### src/rtl/rv32m_divider.sv
// RV32M DIV/DIVU/REM/REMU unit using radix-2 restoring division, one quotient bit per cycle.
// Latency: 33 cycles from start to done, or 1 cycle for divide-by-zero and signed overflow.
// Backpressure: start is accepted only while idle; busy stalls the pipeline and kill aborts.
module rv32m_divider (
    input  logic        clk,
    input  logic        rst,
    input  logic        start,
    input  logic        kill,
    input  logic [1:0]  op,
    input  logic [31:0] dividend,
    input  logic [31:0] divisor,
    output logic        busy,
    output logic        done,
    output logic [31:0] result
);

    typedef enum logic [1:0] {
        IDLE = 2'd0,
        CALC = 2'd1,
        FIX  = 2'd2
    } state_t;

    state_t      state;
    logic        is_rem;
    logic        neg_q;
    logic        neg_r;
    logic [4:0]  count;
    logic [31:0] q;
    logic [31:0] rem;
    logic [31:0] dvs_r;

    logic        is_signed;
    logic [31:0] dvd_abs;
    logic [31:0] dvs_abs;
    logic        div_zero;
    logic        ovf;
    logic [32:0] trial;

    // 0x80000000 negates to itself, which is exactly its magnitude read as unsigned.
    always_comb begin
        is_signed = ~op[0];
        dvd_abs   = (is_signed && dividend[31]) ? (~dividend + 32'd1) : dividend;
        dvs_abs   = (is_signed && divisor[31])  ? (~divisor + 32'd1)  : divisor;
        div_zero  = (divisor == 32'd0);
        ovf       = is_signed && (dividend == 32'h8000_0000) && (divisor == 32'hFFFF_FFFF);
        trial     = {rem, q[31]} - {1'b0, dvs_r};
    end

    always_ff @(posedge clk or posedge rst) begin
        if (rst) begin
            state  <= IDLE;
            is_rem <= 1'b0;
            neg_q  <= 1'b0;
            neg_r  <= 1'b0;
            count  <= 5'd0;
            q      <= 32'd0;
            rem    <= 32'd0;
            dvs_r  <= 32'd0;
            busy   <= 1'b0;
            done   <= 1'b0;
            result <= 32'd0;
        end else begin
            done <= 1'b0;
            case (state)
                IDLE: begin
                    if (start && !kill) begin
                        is_rem <= op[1];
                        busy   <= 1'b1;
                        count  <= 5'd0;
                        dvs_r  <= dvs_abs;
                        if (div_zero) begin
                            // Architected results are raw; the sign fixup must not touch them.
                            q     <= 32'hFFFF_FFFF;
                            rem   <= dividend;
                            neg_q <= 1'b0;
                            neg_r <= 1'b0;
                            state <= FIX;
                        end else if (ovf) begin
                            q     <= 32'h8000_0000;
                            rem   <= 32'd0;
                            neg_q <= 1'b0;
                            neg_r <= 1'b0;
                            state <= FIX;
                        end else begin
                            q     <= dvd_abs;
                            rem   <= 32'd0;
                            neg_q <= is_signed & (dividend[31] ^ divisor[31]);
                            neg_r <= is_signed & dividend[31];
                            state <= CALC;
                        end
                    end
                end
                CALC: begin
                    if (kill) begin
                        busy  <= 1'b0;
                        state <= IDLE;
                    end else begin
                        // rem < divisor always holds, so the shifted remainder fits in 33 bits
                        // and the restored or subtracted value fits back into 32.
                        if (!trial[32]) begin
                            rem <= trial[31:0];
                            q   <= {q[30:0], 1'b1};
                        end else begin
                            rem <= {rem[30:0], q[31]};
                            q   <= {q[30:0], 1'b0};
                        end
                        count <= count + 5'd1;
                        if (count == 5'd31) begin
                            state <= FIX;
                        end
                    end
                end
                FIX: begin
                    busy  <= 1'b0;
                    state <= IDLE;
                    if (!kill) begin
                        done <= 1'b1;
                        if (is_rem) begin
                            result <= neg_r ? (~rem + 32'd1) : rem;
                        end else begin
                            result <= neg_q ? (~q + 32'd1) : q;
                        end
                    end
                end
                default: begin
                    busy  <= 1'b0;
                    state <= IDLE;
                end
            endcase
        end
    end

endmodule

### config.mk
export PLATFORM = sky130hd
export DESIGN_NAME = rv32m_divider
export DESIGN_NICKNAME = d
export VERILOG_FILES = /design/src/rtl/rv32m_divider.sv
export SDC_FILE = /design/constraint.sdc
export NUM_CORES = 1
export LEC_CHECK = 0
export CAP_MARGIN = 20
export CORE_UTILIZATION = 35
export CTS_BUF_LIST = sky130_fd_sc_hd__clkbuf_8 sky130_fd_sc_hd__clkbuf_16
export DETAILED_ROUTE_END_ITERATION = 12
export GPL_ROUTABILITY_DRIVEN = 0
export REMOVE_ABC_BUFFERS = 1
export SLEW_MARGIN = 10
export SYNTH_ARGS = -nofsm -noshare
export SYNTH_HDL_FRONTEND = slang
export SYNTH_SLANG_ARGS = --single-unit
### constraint.sdc
create_clock -name clk -period 13.7 [get_ports clk]
set_input_delay 2.055 -clock clk [delete_from_list [all_inputs] [get_ports clk]]
set_output_delay 2.055 -clock clk [all_outputs]
set_load 0.01 [all_outputs]
==> impl_results.md, run 1 <==
- Run status: completed
- Clock Path Buffers: 2
- Num CTS Buffers: 17
- MaxCap Viol Count: 0
- CP required: 14.06 ns
- Vias per cell: 5.59
- Die area: 32600 sq um
- Kind of cell adding the most delay to the critical path: simple AND/OR/NAND/NOR gates
- IO Count: 104
- R2R Path Start: q[31]
- CP startpoint kind: primary input
- Initial antenna violation count: 0
- Clock sink count: 140
- Synth Area per Inst: 7.82 sq um
- P&R area growth vs syn: 16.5%
- DR iter-0 viols: 829
- Row cnt: 64
- Number of synthesized flops with an enable pin: 0
- RSZ-0062 raised after global routing: no
- FFs w/ async S/R, synth: 100%
- Max Clock Freq: 0.195 GHz
- TritonRoute pass-1 iters: 6
- Die H: 180 um
- Relative slew slack: 29.0%
- Root buf cell: clkbuf_16
- Layout cells sized above 1: 5.02%
- Crit-path max FO: 11
- Postcts setup bufs: 0
- Post-DP HPWL: 25500 um
- Reg-to-reg setup timing slack: 9.99 ns
- Worst-case clock skew: 0.0126 ns
- Antenna Cells: 0
- Final min period: 5.13 ns
- Initial core utilization: 36.0%
- Worst-Skew Late Latency: 0.43 ns
- Max H-tree Level: 4
- TritonCTS clock tree: yes
- Clock transition at path regs: 0.06 ns
- Crit. End Element: flop
- WL/cell: 17.7 um
- Cell mode on critical path: or4_4
- Number of port buffers: 103
- Slew Limit Fails: 0
- Area leader, netlist: dfrtp_1
- Worst-case reg-to-reg path depth: 11
- Final wirelength: 33500 um
- Post-CTS sizing: 0
- Hold buffer count at cts: 0
- RR Endpoint: rem[29]
- Netlist Area Pre-Place: 11100 sq um
- P_leak: 5.23 nW
- ANT nets after route: 0
- Tcrit/Tclk final: 37.4%
- Worst hold path class: flop to flop
- Largest net degree at the start of global routing: 75
- Area fraction of the dominant cell type after synthesis: 31.4%
- Endpoints failing setup: 0
- Final hold violation count: 0
- Core area: 31000 sq um
- Fin Setup TNS: 0 ns
- Hold Crit Depth: 2
- Worst-case vdd ir drop: 0.108 mV
- Hold_sp: result[20]
- Synth warn: 0
- Post-Synthesis Cells: 1425
- Synth area leaders: dfrtp_1, o21ai_0, a21oi_1
- Power Density: 161 nW/um^2
- Worst-path cell chain: clkdlybuf4s50_1, or4_4, or4b_4, or4_4, nor2_2, nand2_1, o21ai_0, o22ai_1, o21ba_2
- Vias: 10600
- Die width: 180 um
- Yosys reg bits: 140
- GRT Util Overall: 20.8%
- Grt ovf: 0
- Number of global-route vias before repair: 9869
- Prevailing post-synth register cell: dfrtp_1
- WS Path Type: primary input to flop
- Sequential area share after synthesis: 31.4%
- Netlist cell types: 77
- Overall Power: 2.09 mW
- Nets: 1591
- Global-route wire length before repair: 54100 um
- Hold EP: result[20]
- Slew @ Worst Pin: 1.06 ns
- Slowest CP cell: or4_4
- Worst Path Arrival: 5.49 ns
- Remaining DRCs: 0
- Buf+Inv Stages, Crit Path: 1
- Slowest Stage Delay on Critical Path: 0.60 ns
-- stage by stage --
step | hold slack, ns | instances | worst slack [ns] | area, sq um | utilization, %
2_1_floorplan | 0.445 | 1347 | 7.89 | 10800 | -
3_3_place_gp | 0.449 | 1858 | 8.17 | 12500 | 40.3
3_5_place_dp | 0.461 | 1858 | 8.15 | 12500 | 40.3
4_1_cts | 0.474 | 1889 | 8.61 | 13000 | 41.9
5_1_grt | 0.494 | 1889 | 8.42 | 13000 | 41.9
6_report | 0.474 | 1889 | 8.57 | 13000 | 41.9
-- worst max-delay path by stage --
stage                    start     end  slack [ns]  cells past startpoint
finish              divisor[6]  rem[0]        8.57                      9
global route        divisor[6]  rem[0]        8.42                      9
CTS                 divisor[6]  rem[0]        8.61                      9
detailed placement  divisor[6]  rem[0]        8.15                      9
global placement    divisor[6]  rem[0]        8.17                      9
floorplan                  rst    busy        7.89                      1
-- Yosys cell counts, types with 3 or more instances --
library cell  number
o21ai_0          171
nand2_1          170
a21oi_1          140
dfrtp_1          140
nor2_1           105
xnor2_1           72
xor2_1            66
clkbuf_1          63
inv_1             53
ha_1              39
o31ai_1           31
nor3_1            30
nand3_1           26
a21o_1            19
mux2i_1           16
nand2b_1          16
nand4_1           16
o41ai_1           16
or3_1             15
nor4_1            14
a31oi_1           13
o22ai_1           13
or4_1             13
and3_1            10
o211ai_1           9
or2_2              9
a221oi_1           8
nand3b_1           8
o21a_1             8
a211oi_1           7
buf_1              7
nor2b_1            7
o21ai_1            7
a21boi_0           6
and2_1             6
o21bai_1           6
a2111oi_0          5
buf_2              5
o221ai_1           5
and4_1             3
buf_6              3
nand4b_1           3
-- worst min-delay path: stages (launching register included) --
cell and delay [ns]:
dfrtp_1 0.35, nand2_1 0.05, nand2_1 0.05
-- state kept, by name (all words and copies together), names as in the netlist, 2 cells and up --
| signal | cells |
|---|---|
| state | 2 |
| result | 32 |
| count | 5 |
| rem | 32 |
| dvs_r | 32 |
| q | 32 |
-- cell families (layout without fill, tap and decap cells) --
logic type	after synthesis	in the layout	share of synthesized area [%]
AOI/OAI and AO/OA	494	494	27.0
xor gates and xnor gates	138	138	10.8
adders and majority gates	40	40	4.56
buffers and inverters	133	201	4.74
DFF	140	140	31.4
muxes	16	16	1.44
and+or+nand+nor	464	464	20.0
-- report_power, final --
| group | total, mW | switching [mW] | internal (mW) | leakage, nW |
|---|---|---|---|---|
| clock | 0.419 | 0.186 | 0.233 | 0.268 |
| sequential | 0.651 | 0.157 | 0.494 | 1.76 |
| combinational | 1.02 | 0.591 | 0.430 | 3.20 |
-- per-layer routing --
metal / routed length, um / global-route usage (%) / part of all wire (%) / vias up
met5: 0 / 0 / 0 / -
met2: 14400 / 30.9 / 43 / 321
met1: 16500 / 31.1 / 49 / 4947
li1: - / - / - / 5263
met3: 1940 / 2.34 / 5.8 / 36
met4: 677 / 6.53 / 2.0 / 0
-- placed cells by master (no fill, tap or decap), types with 31 or more instances in the layout --
master / n
inv_1: 54
o31ai_1: 31
xnor2_1: 72
xor2_1: 66
a21oi_1: 140
o21ai_0: 171
dfrtp_1: 140
ha_1: 39
nand2_1: 169
clkdlybuf4s50_1: 103
nor2_1: 104
-- layout make-up --
class / count / area, sq um
flip-flops and latches: 140 / 3500
clock inverters: 13 / 80.1
well taps: 396 / 495
fillers: 3184 / 18000
multi-input cells: 1152 / 7140
inverters: 55 / 211
clock buffers: 18 / 439
repair buffers: 115 / 1120
Note: power is estimated with default switching activity, not from simulation.
==> run 2: changes to the inputs <==
==> constraint.sdc (replaced) <==
create_clock -name clk -period 4.6 [get_ports clk]
set_input_delay 0.69 -clock clk [delete_from_list [all_inputs] [get_ports clk]]
set_output_delay 0.69 -clock clk [all_outputs]
set_load 0.01 [all_outputs]
==> run 2 against run 1 <==
  * Register-to-register slack lost 9.1 ns
  * Power increased to 3.2 times the previous value
  * Via count rose by 0.79%
  * Clock power grew to 4.0 times the previous value
  * Hold slack lost 0.0092 ns
  * Critical path depth is the same
  * Final area rose by 2.2%
  * Sequential power increased to 3.0 times the previous value
  * Clock skew fell by 0.0017 ns
  * Die area is the same
  * Final cell count grew 0.74%
  * Largest power group unchanged
  * Highest routed layer unchanged
==> impl_results.md, run 2 (same netlist as run 1, synthesis figures left out) <==
- Run status: completed
- RR Endpoint: rem[0]
- Layout cells sized above 1: 5.84% (+0.82 points)
- R2R Path Start: rem[24]
- P&R area growth vs syn: 19.1%
- Postcts setup bufs: 0 (unchanged)
- Hold EP: result[19]
- Clock sink count: 140 (unchanged)
- Worst-Skew Late Latency: 0.43 ns (about the same)
- Clock transition at path regs: 0.06 ns (about the same)
- Nets: 1604 (+0.82%)
- WS Path Type: flop to flop
- Most common cell after layout, fill and taps aside: o21ai_0
- Final min period: 3.73 ns
- Hold WS: 0.465 ns (-0.00919 ns)
- Crit. End Element: flop
- Post-route worst setup slack: 0.867 ns (-7.70 ns)
- Dpl cell area: 12600 sq um (+0.88%)
- Antenna Cells: 0 (unchanged)
- Fin cells: 1903 (+0.74%)
- Post-DP HPWL: 26100 um (+2.5%)
- Dpl cells: 1871 (+0.70%)
- MaxCap Viol Count: 0 (unchanged)
- Fin Setup TNS: 0 ns (unchanged)
- Grt ovf: 0 (unchanged)
- Worst-case vdd ir drop: 0.325 mV (+200%)
- P_leak: 5.38 nW (+2.8%)
- Initial core utilization: 36.0% (unchanged)
- Reg-to-reg setup timing slack: 0.87 ns (-9.12 ns)
- GRT Util Overall: 20.9% (+0.14 points)
- Global-route wire length before repair: 54500 um (+0.66%)
- Remaining DRCs: 0 (unchanged)
- Relative slew slack: 32.6% (+3.6 points)
- Tcrit/Tclk final: 81.2%
- IO Count: 104 (unchanged)
- Worst-case clock skew: 0.0109 ns (-0.00174 ns)
- Endpoints failing setup: 0 (unchanged)
- Initial antenna violation count: 0 (unchanged)
- Final wirelength: 34000 um (+1.5%)
- Slowest Stage Delay on Critical Path: 0.54 ns (-0.06 ns)
- Layout fillers: 3127 (-1.8%)
- Slew @ Worst Pin: 0.986 ns (-0.0777 ns)
- CP required: 4.91 ns (-9.15 ns)
- ANT nets after route: 0 (unchanged)
- Commonest cells after routing, fill and taps aside: o21ai_0, nand2_1, a21oi_1, dfrtp_1, nor2_1
- Post-Place Setup Slack: 0.606 ns (-7.55 ns)
- Slew Limit Fails: 0 (unchanged)
- Vias: 10700 (+0.79%)
- DR iter-0 viols: 818 (-1.3%)
- Hold buffer count at cts: 0 (unchanged)
- Number of global-route vias before repair: 9836 (-0.33%)
- Slowest CP cell: nand2_1
- Die H: 180 um (unchanged)
- Worst-case reg-to-reg path depth: 9 (-2)
- Row cnt: 64 (unchanged)
- Final hold violation count: 0 (unchanged)
- Num CTS Buffers: 17 (unchanged)
- Max H-tree Level: 4 (unchanged)
- Final core occ: 42.9% (+0.94 points)
- CP startpoint kind: flop
- Sequential Area: 3500 sq um (unchanged)
- RSZ-0062 raised after global routing: no
- Largest net degree at the start of global routing: 101 (+35%)
- Worst Path Arrival: 4.05 ns (-1.44 ns)
- Worst-path cell chain: ha_1, a211oi_1, o21ai_0, a31o_2, or4_1, o221a_2, nand2_1, mux2i_1, o21ba_2
- Number of port buffers: 103 (unchanged)
- Root buf cell: clkbuf_16
- Overall Power: 6.69 mW (+220%)
- Max Clock Freq: 0.268 GHz
- Vias per cell: 5.60 (about the same)
- Power Density: 504 nW/um^2 (+210%)
- Clock Path Buffers: 2 (unchanged)
- TritonRoute pass-1 iters: 5 (-1)
- Crit-path max FO: 15 (+4)
- Die width: 180 um (unchanged)
- WL/cell: 17.9 um (+0.73%)
- Hold_sp: result[19]
- TritonCTS clock tree: yes
- Post-CTS sizing: 0 (unchanged)
- Worst hold path class: flop to flop
- Footprint of the multi-input gates: 7140 sq um (unchanged)
- Core area: 31000 sq um (unchanged)
- Hold Crit Depth: 2 (unchanged)
- Final instance area: 13300 sq um (+2.2%)
- Die area: 32600 sq um (unchanged)
run 2: worst max-delay path, delay by kind of cell, from the launching register on:
family / cells / cell delay, ns
AO/OA/AOI/OAI: 5 / 1.45
adder cells (fa/ha/maj): 1 / 0.47
flip-flops: 1 / 0.49
multiplexers: 1 / 0.17
AND/OR/NAND/NOR: 2 / 1.04
run 2: power by group:
group	total, mW	switching (mW)	internal, mW
combinational	3.10	1.80	1.30
sequential	1.94	0.467	1.47
clock	1.66	0.560	1.10
run 2: worst max path at each step:
stage / start / to / depth (start not counted)
floorplan: state[1] / rem[25] / 6
global placement: divisor[6] / rem[0] / 10
detailed placement: divisor[6] / rem[17] / 8
CTS: rem[24] / rem[0] / 9
global route: rem[24] / rem[0] / 9
finish: rem[24] / rem[0] / 9
run 2: final cells by class:
class                   count  share of cell area [%]
clock inverters            13                    1.86
flip-flops and latches    140                    26.4
inverters                  55                    1.59
multi-input cells        1152                    53.8
repair buffers            128                    9.27
clock buffers              19                    3.41
well taps                 396                    3.73
run 2: layer usage:
metal | share of wire, % | global-route usage (%) | wire length (um)
met1 | 48 | 30.5 | 16300
met2 | 44 | 32.2 | 14800
met3 | 6.6 | 2.65 | 2250
met4 | 1.7 | 5.71 | 576
met5 | 0 | 0 | 0
